File: src/rtl/dm_load_unit_pkg.sv
// rtl/dm_load_unit_pkg.sv - shared memory-access type, exception and load FSM codes
//
// Purpose: type codes shared by the M-stage store path and the load unit,
//          load exception codes, load FSM state encoding and small decode helpers.
// Ports:   none (package).
package dm_load_unit_pkg;

  // Store type codes (M-stage store byte-enable path).
  localparam logic [2:0] ST_SW = 3'b001;
  localparam logic [2:0] ST_SH = 3'b010;
  localparam logic [2:0] ST_SB = 3'b100;

  // Load type codes; every other code is illegal.
  localparam logic [2:0] LD_LW  = 3'b001;
  localparam logic [2:0] LD_LH  = 3'b010;
  localparam logic [2:0] LD_LHU = 3'b011;
  localparam logic [2:0] LD_LB  = 3'b100;
  localparam logic [2:0] LD_LBU = 3'b101;

  // Load response exception codes.
  localparam logic [1:0] EXC_NONE = 2'b00;
  localparam logic [1:0] EXC_ADEL = 2'b01;
  localparam logic [1:0] EXC_TMO  = 2'b10;
  localparam logic [1:0] EXC_ILL  = 2'b11;

  typedef enum logic [1:0] {
    IDLE  = 2'd0,
    ISSUE = 2'd1,
    WAIT  = 2'd2,
    RESP  = 2'd3
  } loadState_e;

  function automatic logic isLegalLoad(input logic [2:0] loadType);
    return (loadType == LD_LW) || (loadType == LD_LH) || (loadType == LD_LHU) ||
           (loadType == LD_LB) || (loadType == LD_LBU);
  endfunction

  // Words need 4-byte alignment, halfwords 2-byte; bytes are always aligned.
  function automatic logic isMisaligned(input logic [2:0] loadType, input logic [1:0] offset);
    logic mis;
    mis = 1'b0;
    if (loadType == LD_LW) begin
      mis = (offset != 2'b00);
    end else if ((loadType == LD_LH) || (loadType == LD_LHU)) begin
      mis = offset[0];
    end
    return mis;
  endfunction

endpackage

File: src/rtl/load_data_ext.sv
// rtl/load_data_ext.sv - byte/halfword select and sign/zero extension of a loaded word
//
// Purpose: pure combinational extraction of the addressed lane from a 32-bit
//          memory word and extension to 32 bits. Also used by the W-stage
//          when the load unit is bypassed.
// Ports:   word     in  32  raw memory word
//          offset   in  2   byte offset inside the word (addr[1:0])
//          loadType in  3   load type code
//          result   out 32  extended load value
module load_data_ext
  import dm_load_unit_pkg::*;
(
  input  logic [31:0] word,
  input  logic [1:0]  offset,
  input  logic [2:0]  loadType,
  output logic [31:0] result
);

  logic [15:0] halfSel;
  logic [7:0]  byteSel;

  always_comb begin
    halfSel = offset[1] ? word[31:16] : word[15:0];
    case (offset)
      2'd0:    byteSel = word[7:0];
      2'd1:    byteSel = word[15:8];
      2'd2:    byteSel = word[23:16];
      default: byteSel = word[31:24];
    endcase
  end

  // Illegal codes never reach here from the load unit; they fall through as LW.
  always_comb begin
    result = word;
    case (loadType)
      LD_LH:   result = {{16{halfSel[15]}}, halfSel};
      LD_LHU:  result = {16'h0000, halfSel};
      LD_LB:   result = {{24{byteSel[7]}}, byteSel};
      LD_LBU:  result = {24'h00_0000, byteSel};
      default: result = word;
    endcase
  end

endmodule

File: src/rtl/dm_load_unit.sv
// rtl/dm_load_unit.sv - M-stage data-memory load unit with exception reporting
//
// Purpose: accepts one load request, issues a word-aligned read, waits for the
//          read data, extends the addressed lane and returns it through a
//          valid/ready response. Reports misaligned, illegal-type and timeout.
// Ports:   clk, reset (async, active-low)
//          req_valid/req_ready/req_addr/req_type     load request handshake
//          mem_rd_en/mem_addr/mem_gnt                read request to data memory
//          mem_rvalid/mem_rdata                      read data return
//          rsp_valid/rsp_ready/rsp_data/rsp_exc      response handshake
module dm_load_unit
  import dm_load_unit_pkg::*;
#(
  parameter int TIMEOUT_CYC = 255,
  parameter int CNT_W       = 16
)(
  input  logic        clk,
  input  logic        reset,
  input  logic        req_valid,
  output logic        req_ready,
  input  logic [31:0] req_addr,
  input  logic [2:0]  req_type,
  output logic        mem_rd_en,
  output logic [31:0] mem_addr,
  input  logic        mem_gnt,
  input  logic        mem_rvalid,
  input  logic [31:0] mem_rdata,
  output logic        rsp_valid,
  input  logic        rsp_ready,
  output logic [31:0] rsp_data,
  output logic [1:0]  rsp_exc
);

  // Counter value of the last WAIT cycle before the timeout fires.
  localparam logic [CNT_W-1:0] CNT_LAST = CNT_W'(TIMEOUT_CYC - 1);

  loadState_e       state;
  loadState_e       nextState;
  logic [31:0]      addrReg;
  logic [2:0]       typeReg;
  logic [CNT_W-1:0] waitCnt;
  logic [31:0]      rspDataReg;
  logic [1:0]       rspExcReg;
  logic [31:0]      extData;
  logic             reqReject;

  assign reqReject = !isLegalLoad(req_type) || isMisaligned(req_type, req_addr[1:0]);

  load_data_ext uExt (
    .word     (mem_rdata),
    .offset   (addrReg[1:0]),
    .loadType (typeReg),
    .result   (extData)
  );

  // State register
  always_ff @(posedge clk or negedge reset) begin
    if (!reset) begin
      state <= IDLE;
    end else begin
      state <= nextState;
    end
  end

  // Next-state logic
  always_comb begin
    nextState = state;
    case (state)
      IDLE:    if (req_valid) nextState = reqReject ? RESP : ISSUE;
      ISSUE:   if (mem_gnt) nextState = mem_rvalid ? RESP : WAIT;
      // rvalid on the final counting cycle still lands in RESP, as data.
      WAIT:    if (mem_rvalid || (waitCnt == CNT_LAST)) nextState = RESP;
      RESP:    if (rsp_ready) nextState = IDLE;
      default: nextState = IDLE;
    endcase
  end

  // Handshake outputs are pure state decodes.
  always_comb begin
    req_ready = (state == IDLE);
    mem_rd_en = (state == ISSUE);
    rsp_valid = (state == RESP);
  end

  // Datapath registers
  always_ff @(posedge clk or negedge reset) begin
    if (!reset) begin
      addrReg    <= '0;
      typeReg    <= '0;
      waitCnt    <= '0;
      rspDataReg <= '0;
      rspExcReg  <= EXC_NONE;
    end else begin
      case (state)
        IDLE: begin
          if (req_valid) begin
            addrReg    <= req_addr;
            typeReg    <= req_type;
            rspDataReg <= '0;
            if (!isLegalLoad(req_type)) begin
              rspExcReg <= EXC_ILL;
            end else if (isMisaligned(req_type, req_addr[1:0])) begin
              rspExcReg <= EXC_ADEL;
            end else begin
              rspExcReg <= EXC_NONE;
            end
          end
        end
        ISSUE: begin
          if (mem_gnt) begin
            waitCnt <= '0;
            if (mem_rvalid) begin
              rspDataReg <= extData;
              rspExcReg  <= EXC_NONE;
            end
          end
        end
        WAIT: begin
          waitCnt <= waitCnt + CNT_W'(1);
          if (mem_rvalid) begin
            rspDataReg <= extData;
            rspExcReg  <= EXC_NONE;
          end else if (waitCnt == CNT_LAST) begin
            rspDataReg <= '0;
            rspExcReg  <= EXC_TMO;
          end
        end
        default: ;
      endcase
    end
  end

  assign mem_addr = {addrReg[31:2], 2'b00};
  assign rsp_data = rspDataReg;
  assign rsp_exc  = rspExcReg;

endmodule

File: config.mk
export PLATFORM = sky130hd
export DESIGN_NAME = dm_load_unit
export DESIGN_NICKNAME = d
export VERILOG_FILES = /design/src/rtl/dm_load_unit_pkg.sv /design/src/rtl/load_data_ext.sv /design/src/rtl/dm_load_unit.sv
export SDC_FILE = /design/constraint.sdc
export NUM_CORES = 1
export LEC_CHECK = 0
export BUFFER_PORTS_ARGS = -buffer_cell sky130_fd_sc_hd__buf_2
export CAP_MARGIN = 25
export CORE_MARGIN = 2
export CORE_UTILIZATION = 40
export DETAILED_ROUTE_END_ITERATION = 6
export PLACE_DENSITY = 0.65
export SYNTH_ARGS = -nofsm -noshare
export SYNTH_HDL_FRONTEND = slang
export SYNTH_HIERARCHICAL = 1
export SYNTH_SLANG_ARGS = --single-unit
File: constraint.sdc
create_clock -name clk -period 3.4 [get_ports clk]
set_input_delay 0.68 -clock clk [delete_from_list [all_inputs] [get_ports clk]]
set_output_delay 0.68 -clock clk [all_outputs]
set_load 0.02 [all_outputs]
# Word level (Yosys, flattened, before mapping)
# Cells that the tools add are included.
# totals
register_bits,87
ram_bits,0
romBits,0
latchBits,0
input_bits,73
mem_count,0
wordCells,76
# op_classes
n_eq_ne,21
n_bitwise,0
n_div,0
shift,0
mul,0
magnitude_cmp,0
n_reduce_logical,17
addsub,1
n_mux,31
# ops
operator,n
$mux W32,5
$pmux W32 S4,1
$pmux W32 S3,1
$mux W16,2
$pmux W16 S2,1
$pmux W8 S3,1
$mux W2,11
$add A16 B1 Y16 const B,1
$eq A16 B8 Y1 const B,1
$eq A3 B2 Y1 const B,4
$eq A3 B3 Y1 const B,4
$pmux W2 S4,1
$logic_or A1 B1 Y1,7
$mux W1,7
$eq A2 B2 Y1 const B,3
$ne A2 B1 Y1 const B,3
$pmux W2 S3,1
$reduce_and A5 Y1,1
$eq A2 B1 Y1 const B,2
$logic_not A2 Y1,2
$ne A2 B2 Y1 const B,2
$reduce_and A2 Y1,2
$reduce_and A4 Y1,1
$reduce_bool A2 Y1,2
4 further kinds,4

# Logic depth before layout (Yosys ltp)
# logic_depth
depth_word,12
mapped_depth,8

# Modules after synthesis
# Netlist, hierarchy kept.
# by_module_without_submodules
module,cells_per_inst,area_per_inst_um2,instances
dm_load_unit,315,3891.2,1
load_data_ext,128,1018.5,1

# Worst setup path after synthesis
# OpenSTA, ideal clock, no wires.
# synth_timing
kind,reg-to-reg
start,reg state[0]
end,"reg rspDataReg[21], in the netlist rsp_data[21]"
arrival_ps,1843
path_buffers,2
setup_slack_ps,1490
setup_time_ps,67
stages_incl_launch_ff,9
cell_sequence,dfrtp_1 > inv_1 > ha_1 > nor2b_1 > a211oi_2 > and3b_1 > clkbuf_1 > buf_2 > a22o_1
# synth_via
elab_chain_cells,3
# synth_rtl
element,line,source
start: declaration,dm_load_unit.sv:37,loadState_e state;
start signal: assignment,dm_load_unit.sv:61,state <= nextState;
$logic_not A2 Y1 (*),n/a,
via req_ready,dm_load_unit.sv:20,"output logic req_ready,"
$ne A2 B2 Y1 (no line) or $reduce_bool A3 Y1 (tied branches),n/a,
$reduce_and A5 Y1 (no line),n/a,
end signal: assignment,dm_load_unit.sv:113,rspDataReg <= extData;
end signal: assignment,dm_load_unit.sv:121,rspDataReg <= extData;
end: declaration,dm_load_unit.sv:42,logic [31:0] rspDataReg;
# Mark *: on every way through the listed nets, which the timed path passes. The rest lies on a longest branch.
# A chain may end at the register's enable or synchronous reset.

# Worst setup path in the final report
# layout_timing
start,reg addrReg[0]
end,"reg rspDataReg[15], in the netlist rsp_data[15]"
# layout_via
elab_chain_cells,6
# layout_rtl
element,line,source
start: declaration,dm_load_unit.sv:39,logic [31:0] addrReg;
start signal: assignment,dm_load_unit.sv:97,addrReg <= req_addr;
$eq A2 B2 Y1 (tied with other cells),load_data_ext.sv:24,case (offset)
$pmux W8 S3 (*),load_data_ext.sv:24,
$pmux W32 S4 (*),load_data_ext.sv:35,case (loadType)
via extData[15],dm_load_unit.sv:44,logic [31:0] extData;
$mux W32,dm_load_unit.sv:112,if (mem_rvalid) begin
$mux W32,dm_load_unit.sv:110,if (mem_gnt) begin
$pmux W32 S3 (*),dm_load_unit.sv:94,case (state)
# Mark *: on every way through the listed nets, which the timed path passes. The rest lies on a longest branch. The select of a mux whose other input is x is not followed.

==> impl_results.md <==
- CTS buffer count: 9
- Layout cell share with drive strength beyond 1: 40.48%
- Row cnt: 40
- Fillers: 1101
- CP Cell Sequence: mux2_2 -> a22oi_4 -> o221ai_1 -> a22o_1
- Synth-to-layout area growth: 17.15%
- Maximum level of the CTS H-tree: 3
- CP startpoint kind: register
- WP buf/inv: 0
- Clock buffer depth: 2
- Async set-reset flop share out of synthesis: 100.0%
- Vias in the first global route: 3841
- R2r setup slk: 1.08 ns
- Routed via count: 3954
- Yosys synthesis warning count: 6
- Die Width: 114.8 um
- Largest stage delay, worst path: 0.67 ns
- Slowest cell on crit path: dfrtp_1
- Clock root cell: clkbuf_16
- Cell family with most CP delay: compound AO/OA/AOI/OAI gates
- Clock transition at the registers of the reported paths: 0.07 ns
- Post-synth top cells: 87 x dfrtp_1, 36 x buf_4, 36 x nand2_1
- Slew @ Worst Pin: 0.8379 ns
- Max_cap viols: 0
- Crit path DAT: 2.55 ns
- Die area: 0.01318 sq mm
- Vias/cell: around 5.7
- Worst skew pair latency: 0.35 ns
- Yosys reg bits: 87
- Sequential share of the synthesized area: between 40% and 50%
- Worst-path maximum fanout: 24
- Leak Pwr: 2.758 nW
- Ports: 142
- Die Y: roughly 110 um
- Synthesized area: a little under 0.005 sq mm
- Reg-to-reg endpoint: rsp_data[15]$_DFFE_PN0P_
- Predominant post-synthesis flop cell: dfrtp_1
- Dominant cell type by area after synthesis: dfrtp_1
- Hold Crit Class: input port to async pin
- # diodes: 0
- Drt pass-1 iters: 6
- Wire length of the first global-routing pass: 19.79 mm
- Worst endpoint required time: 3.64 ns
- R2r worst-path depth: 4
- Core area: 0.01201 sq mm
- Top cells by area, synth: dfrtp_1 44%, mux2_2 8.0%, a22o_1 5.7%, buf_4 5.5%, mux4_2 3.2%
- Port Buffer Count: 139
- Layout Nets: 620
- Unique masters post-synth: 56
- Residual DRC: 0
- Post-synth EDFFs: 0
- Slew Viols, Final: 0
- Post-CTS Resized: 0
- Mapped Cells: 443
- Sequential Area: 0.002177 sq mm
- Gr ovfl total: 0
- Worst Setup Path Type: register to register
- Share of the synthesized area in the top cell type: around 44%
- Post CTS Setup Buffer Count: 0
- Initial core utilization: 40.88%
- Clock Sinks: 87
- WL final: 12.44 mm
- Starting DRC count in detailed routing: 251
- Cell with the most instances after synthesis: dfrtp_1
- Reg2reg start: addrReg[0]$_DFFE_PN0P_
- Power Density: 971.2 mW/mm^2
- Fmax: between 400 and 500 MHz
- Final Util: 47.89%
- Largest net degree at the start of global routing: 52
- Status: finished clean
- CTS Hold Bufs: 0
- Post-detail-place hpwl: 8.860 mm
- Hold_ws: 0.3640 ns
- GRT Resource Usage Total: between 10% and 20%
- Max IR drop VDD: around 0.36 mV
- Fin. Hold Viols: 0
- Mean Syn Cell Area: roughly 11 sq um
- Clock Skew: 0.009128 ns
- Drt wl/cell: around 18 um
- RSZ-0062 raised after global routing: no
- Gp weighted congestion: 0.8604
- Final worst path period share: 68.14%
- Routed Antenna Nets: 0
- Final setup fails: 0
- Setup TNS: 0 ns
- Multi-input gate area: 0.002280 sq mm
- Setup crit end kind: register
- Initial antenna violation count: 1
- Relative slew slack: 44.14%
- Clock tree from TritonCTS: done
- Final period demand of the worst path: 2.317 ns
## metal layers
| layer | wire length [um] | track usage [%] | vias up |
|---|---|---|---|
| li1 | - | - | 1820 |
| met1 | 5254 | 25.02 | 1938 |
| met2 | 6052 | 31.36 | 172 |
| met3 | 837 | 4.955 | 22 |
| met4 | 273 | 6.747 | 2 |
| met5 | 18 | 0 | - |
## how the worst max path moves through the flow
| stage | from | slack, ns | cells past startpoint | endpoint |
|---|---|---|---|---|
| floorplan | state[0]$_DFFE_PN0P_ | 1.49 | 8 | rsp_data[21]$_DFFE_PN0P_ |
| global placement | mem_rdata[23] | 1.11 | 5 | rsp_data[8]$_DFFE_PN0P_ |
| finish | addrReg[0]$_DFFE_PN0P_ | 1.08 | 4 | rsp_data[15]$_DFFE_PN0P_ |
| CTS | addrReg[0]$_DFFE_PN0P_ | 1.07 | 4 | rsp_data[15]$_DFFE_PN0P_ |
| detailed placement | mem_rdata[23] | 1.03 | 5 | rsp_data[15]$_DFFE_PN0P_ |
| global route | typeReg[2]$_DFFE_PN0P_ | 0.93 | 5 | rsp_data[7]$_DFFE_PN0P_ |
## logic make-up after synthesis
logic type                 synth area share [%]
AOI/OAI and AO/OA                         19.47
xor gates and xnor gates                  1.427
adders and majority gates                 1.529
buffers and inverters                     9.302
DFF                                       44.34
muxes                                     13.38
other                                   0.07638
and+or+nand+nor                           10.47
## per-stage QoR
stage          cell area, sq um  std cells  total power (W)  worst slack [ns]
2_1_floorplan              4913        444         0.004075             1.490
3_3_place_gp               5428        677         0.004453             1.111
3_5_place_dp               5428        677         0.004526             1.034
4_1_cts                    5752        693         0.005629             1.069
5_1_grt                    5752        693         0.005960            0.9346
6_report                   5752        693         0.005586             1.083
## cell type report
cell class	count	area share (%)
Multi-Input combinational cell	288	39.63
Sequential cell	87	37.85
Timing Repair Buffer	146	13.05
Clock inverter	5	1.414
Tap cell	147	3.198
Clock buffer	11	4.220
Inverter	9	0.6308
## sequential cells by signal, indices dropped and copies added, names as in the netlist
register and flops:
waitCnt 16, typeReg 3, rsp_data 32, addrReg 32, rsp_exc 2, state 2
## cell usage in the layout, fill, tap and decap left out, drive strengths merged, types with 2 or more instances in the layout
master	count
buf	146
o221ai	8
or4	2
bufinv	2
mux4	7
o31ai	5
nand2b	5
dfrtp	87
a21oi	6
a21o	2
conb	2
o21ai	28
nor2b	5
nand4	3
and2	5
a22o	32
o22a	2
nor2	13
clkbuf	11
mux2i	9
clkinv	3
o211ai	24
nor3	5
and3	2
a22oi	7
nor4	5
nand3	9
nand2	36
inv	8
a31oi	3
mux2	36
ha	6
xnor2	8
## power by group
part,leakage [nW],switching (W),internal (W)
logic,1.48,0.00163,0.00111
registers,1.13,0.000332,0.00142
clock network,0.156,0.000418,0.000664
Power figures use the tool's default switching activity.
